<file path="config.mk">
export PLATFORM = sky130hd
export DESIGN_NAME = uart_rx_fifo
export DESIGN_NICKNAME = d
export VERILOG_FILES = /design/src/rtl/uart_rx_fifo.sv
export SDC_FILE = /design/constraint.sdc
export NUM_CORES = 1
export LEC_CHECK = 0
export CORE_ASPECT_RATIO = 1.1
export CORE_MARGIN = 2
export CORE_UTILIZATION = 45
export CTS_BUF_LIST = sky130_fd_sc_hd__clkbuf_8
export DETAILED_ROUTE_END_ITERATION = 10
export MAX_ROUTING_LAYER = met4
export PLACE_DENSITY_LB_ADDON = 0.08
export SETUP_SLACK_MARGIN = 0.15
export SYNTH_ARGS = -nofsm -noshare
export SYNTH_HDL_FRONTEND = slang
export SYNTH_SLANG_ARGS = --single-unit
</file>
<file path="constraint.sdc">
create_clock -name clk -period 2.6 [get_ports clk]
set_input_delay 0.52 -clock clk [delete_from_list [all_inputs] [get_ports clk]]
set_output_delay 0.52 -clock clk [all_outputs]
set_load 0.02 [all_outputs]
</file>
<file path="src/rtl/uart_rx_fifo.sv">
// 8N1 UART receiver: mid-bit sampling, stop-bit check, and a first-word-fall-through
// byte FIFO with a valid/ready pop side and one-cycle frame-error / overrun pulses.
module uart_rx_fifo #(
    parameter int WAIT  = 234,
    parameter int DEPTH = 4
) (
    input  logic                   clk,
    input  logic                   reset,
    input  logic                   rx,
    output logic [7:0]             data,
    output logic                   valid,
    input  logic                   ready,
    output logic [$clog2(DEPTH):0] count,
    output logic                   frame_err,
    output logic                   overrun
);
    localparam int CNT_W = $clog2(WAIT);
    localparam int PTR_W = $clog2(DEPTH);
    localparam logic [CNT_W-1:0] HALF_LAST = CNT_W'(WAIT / 2 - 1);
    localparam logic [CNT_W-1:0] BIT_LAST  = CNT_W'(WAIT - 1);
    localparam logic [PTR_W:0]   FULL_CNT  = (PTR_W + 1)'(DEPTH);

    typedef enum logic [2:0] {IDLE, START, DATA, STOP, BREAK} state_t;

    state_t           state, state_nxt;
    logic [CNT_W-1:0] baud_cnt;
    logic [2:0]       bit_cnt;
    logic             armed;
    logic [7:0]       shreg;
    logic             bit_tick, stop_tick;

    logic [7:0]       mem [DEPTH];
    logic [PTR_W-1:0] wptr, rptr;
    logic             pop, push, full;

    always_ff @(posedge clk or posedge reset) begin
        if (reset) state <= IDLE;
        else       state <= state_nxt;
    end

    // A low line straight out of reset is not a start edge until it has been seen high.
    always_comb begin
        state_nxt = state;
        case (state)
            IDLE:    if (!rx) state_nxt = armed ? START : BREAK;
            START:   if (baud_cnt == HALF_LAST) state_nxt = rx ? IDLE : DATA;
            DATA:    if (baud_cnt == BIT_LAST && bit_cnt == 3'd7) state_nxt = STOP;
            STOP:    if (baud_cnt == BIT_LAST) state_nxt = rx ? IDLE : BREAK;
            BREAK:   if (rx) state_nxt = IDLE;
            default: state_nxt = IDLE;
        endcase
    end

    always_comb begin
        bit_tick  = 1'b0;
        stop_tick = 1'b0;
        case (state)
            DATA:    bit_tick  = (baud_cnt == BIT_LAST);
            STOP:    stop_tick = (baud_cnt == BIT_LAST);
            default: ;
        endcase
    end

    always_ff @(posedge clk or posedge reset) begin
        if (reset) begin
            baud_cnt <= '0;
            bit_cnt  <= '0;
            armed    <= 1'b0;
        end else begin
            if (rx) armed <= 1'b1;
            if (state != state_nxt || bit_tick || state == IDLE || state == BREAK)
                baud_cnt <= '0;
            else
                baud_cnt <= baud_cnt + 1'b1;
            if (state != DATA)  bit_cnt <= '0;
            else if (bit_tick)  bit_cnt <= bit_cnt + 1'b1;
        end
    end

    always_ff @(posedge clk) begin
        if (bit_tick) shreg <= {rx, shreg[7:1]};
    end

    // A simultaneous pop frees the slot, so a full FIFO still accepts the byte.
    assign pop   = valid && ready;
    assign full  = (count == FULL_CNT);
    assign push  = stop_tick && rx && (!full || pop);
    assign valid = (count != '0);
    assign data  = valid ? mem[rptr] : 8'h00;

    always_ff @(posedge clk or posedge reset) begin
        if (reset) begin
            wptr      <= '0;
            rptr      <= '0;
            count     <= '0;
            frame_err <= 1'b0;
            overrun   <= 1'b0;
        end else begin
            frame_err <= stop_tick && !rx;
            overrun   <= stop_tick && rx && full && !pop;
            if (push) wptr <= wptr + 1'b1;
            if (pop)  rptr <= rptr + 1'b1;
            case ({push, pop})
                2'b10:   count <= count + 1'b1;
                2'b01:   count <= count - 1'b1;
                default: ;
            endcase
        end
    end

    always_ff @(posedge clk) begin
        if (push) mem[wptr] <= shreg;
    end

endmodule

</file>
==> reports/results.ini, run 1 <==
[outcome]
status = finished, final reports clean

[worst_hold_path]
min_from = armed
hp-class = flip-flop to flip-flop
worstHoldPathCells = 1
min_to = armed

[yosys]
synth-main-ff-cell = edfxtp_1
avgSynthCellArea_um2 = 14.1
yosysWarningCount = 0
yosys_register_bits = 64
ys_types = 50
yosysSeqAreaShare = 0.615
syn-num-nets = 222
synth-edff-count = 40
syn-cell-area_mm2 = 0.00293
syn_inst = 208
async_flop_share = 0.375

[timing]
slew_violations = 0
finalWorstSetupSlack_ps = 254
fin_crit_ps = 2350
grt_setup_unrepaired = false
final-setup-viol-count = 0
worst_pin_slew_ps = 442
max_slew_margin = 0.705
skew_ps = 6.24
finalCritPeriodShare = 0.902
fmax_mhz = 426
hold_violations = 0
fin_setup_tns_ps = 0

[floorplanning]
start_util = 0.470
fp.dieW_um = 80.9
die_y_um = 88.6
rows = 30
num_io_pins = 18
core_mm2 = 0.00623
dieArea_mm2 = 0.00717

[cells_and_area]
layout.cells.non_filler = 321
nets = 250
drive_gt1_frac = 0.187
diodes = 0
syn_to_final_growth_pct = 16.4
fillers = 549

[place]
placedCellCount = 305
pre_cts_ws_ps = 126
dp_hpwl_um = 3750
portBuffers = 17
gp_congestion = 0.881

[grt]
grt_max_degree = 25
grt_use_total = 0.171
grt_pass1_vias = 1780
antenna_found_initial = 0
grt_overflow_total = 0
grt_pass1_wl_um = 8650

[power]
netSwitchingPower_mw = 0.899
ir_drop_mv = 0.417
clockPowerShare = 0.280
power.density_mw_per_mm2 = 844
switching_share = 0.313
power_frac_comb = 0.295
p_total_mw = 2.87
p_leak_nw = 1.29
internal-power_mw = 1.97
power_frac_seq = 0.425

[setup_path]
crit_chain = buf_6, mux4_2, and2_1, dlygate4sd2_1
path_buf_inv = 2
start_kind = flip-flop
crit_path_max_incr_delay_ps = 500
path_max_fanout = 10
crit_path_top_delay_cell = mux4_2
crit_family = buffers and inverters
arrival_ps = 1830
r2r_setup_slack_ps = 340
critPathRequiredTime_ps = 2080
crit_path_end_kind = output pin
r2r-end = mem[0][5]
critPathKind = flip-flop to output pin
worstRegToRegCells = 6
r2r-start = baud_cnt[1]

[route]
drc = 0
ant_nets = 0
top_layer = met4
routed_wl_um = 5240
drt-initial-drc-count = 100
wl_met1_um = 2160
via_per_inst = 5.43
firstDrtPassIters = 5
routed-wl-met3_um = 149
wl_per_cell_um = 16.3
wl_met2_um = 2830
routed-via-count = 1743

[clocking]
ctsLongestPathBuffers = 2
insertion_delay_ps = 330
root_buffer = clkbuf_8
cts_htree_levels = 3
post-cts-setup-buffer-count = 0
cts.clk_slew.worst_paths_ps = 70
cts_buffers = 9
cts_sinks = 64
tritoncts = done

[flow_run]
drv_cap = 0

## layout by cell type, fill, tap and decap left out, types with 2 or more instances in the layout
cell | netlist | routed
nor2_1 | 12 | 12
inv_1 | 9 | 10
buf_4 | 0 | 5
nor2b_1 | 4 | 4
dlygate4sd2_1 | 0 | 8
clkbuf_8 | 0 | 9
nand2_1 | 12 | 12
clkinvlp_4 | 0 | 2
o211ai_1 | 2 | 2
o221ai_1 | 2 | 2
nand4_1 | 3 | 3
and2_1 | 12 | 9
nor3_1 | 11 | 11
mux2_1 | 2 | 2
mux4_2 | 8 | 8
xor2_1 | 3 | 3
ha_1 | 9 | 9
nand3_1 | 7 | 7
clkdlybuf4s50_1 | 0 | 9
edfxtp_1 | 40 | 40
dfrtp_1 | 24 | 24
xnor2_1 | 8 | 8
clkinv_2 | 0 | 3
a21oi_1 | 2 | 2
and2_2 | 0 | 3
nand3b_1 | 3 | 3
## flip-flops by register name (all words and copies together) (netlist names)
| name | count |
|---|---|
| rptr | 2 |
| wptr | 2 |
| bit_cnt | 3 |
| mem | 32 |
| count | 3 |
| armed | 1 |
| frame_err | 1 |
| overrun | 1 |
| shreg | 8 |
| state | 3 |
| baud_cnt | 8 |
## how the worst max path moves through the flow
stage | startpoint | slack, ps | to | cells past startpoint
final | rptr[0] | 250 | data[7] | 4
after CTS | rptr[0] | 220 | data[0] | 4
after floorplan | baud_cnt[1] | 420 | count[1] | 9
after global placement | rx | 180 | count[1] | 8
after global routing | baud_cnt[1] | 150 | mem[0][7] | 6
after detailed placement | rx | 130 | count[1] | 8
## through the flow
| stage | utilization | hold slack (ps) | area (um^2) |
|---|---|---|---|
| global route | 0.547 | 506 | 3410 |
| finish | 0.547 | 481 | 3410 |
| global placement | 0.516 | 467 | 3220 |
| CTS | 0.546 | 489 | 3400 |
| detailed placement | 0.516 | 468 | 3220 |
| floorplan | - | 444 | 2930 |
## final cells by class
type / instances / area (um^2) / area share
clock buffers: 9 / 124 / 0.0364
flip-flops and latches: 64 / 1800 / 0.529
multi-input cells: 128 / 1070 / 0.314
inverters: 10 / 37.5 / 0.0110
clock inverters: 7 / 63.8 / 0.0187
well taps: 80 / 100 / 0.0294
repair buffers: 23 / 209 / 0.0613
## what timing repair did
action / in CTS / in global routing
hold endpoints to repair: 0 / 0
gates cloned: 0 / 0
resized for setup: 10 / 3
endpoints found under the setup margin: 9 / 24
hold buffers: 0 / 0
## synthesized netlist by cell type, types with 2 or more instances
library cell,instances,area [um^2]
o221ai_1,2,17.5
buf_2,3,15.0
mux4_2,8,180
inv_1,9,33.8
nor2_1,12,45.0
xor2_1,3,26.3
nand3_1,7,35.0
ha_1,9,113
mux2_1,2,22.5
clkbuf_1,3,11.3
dfrtp_1,24,601
nor3_1,11,55.1
and2_1,12,75.1
xnor2_1,8,70.1
nor2b_1,4,25.0
a21oi_1,2,10.0
edfxtp_1,40,1200
o211ai_1,2,15.0
nand3b_1,3,22.5
nand4_1,3,18.8
nand2_1,12,45.0
## logic make-up after synthesis
kind of cell,Yosys count,share of synthesized area
AND/OR/NAND/NOR,80,0.159
flip-flops,64,0.615
AO/OA/AOI/OAI,16,0.0526
buffers and inverters,16,0.0218
XOR/XNOR,11,0.0329
multiplexers,11,0.0726
adder cells (fa/ha/maj),10,0.0453
## power groups by stage
stage,Sequential (mW),Clock [mW],Combinational (mW)
2_1_floorplan,1.21,0,0.603
3_3_place_gp,1.23,0,0.887
3_5_place_dp,1.24,0,0.898
4_1_cts,1.22,0.826,0.867
5_1_grt,1.23,0.878,0.936
6_report,1.22,0.805,0.849
## worst reg2reg max path: stages (launching register included)
cell and delay, ps:
dfrtp_1 420, inv_1 100, ha_1 160, nand3b_1 180
nor2_2 290, and3_1 340, and2_1 420
## layer usage
metal / track usage / vias to the layer above
met5: - / -
met1: 0.190 / 874
met4: 0.0786 / 0
li1: - / 827
met2: 0.293 / 31
met3: 0.0367 / 11
(Power assumes the default switching activity.)
==> run 2, diff against run 1 <==
--- a/config.mk
+++ b/config.mk
@@ -13,6 +13,7 @@
 export MAX_ROUTING_LAYER = met4
 export PLACE_DENSITY_LB_ADDON = 0.08
 export SETUP_SLACK_MARGIN = 0.15
+export SLEW_MARGIN = 10
 export SYNTH_ARGS = -nofsm -noshare
 export SYNTH_HDL_FRONTEND = slang
 export SYNTH_SLANG_ARGS = --single-unit
==> results of run 2 <==
No change in the layout: final DEF, timing and power equal those of run 1.
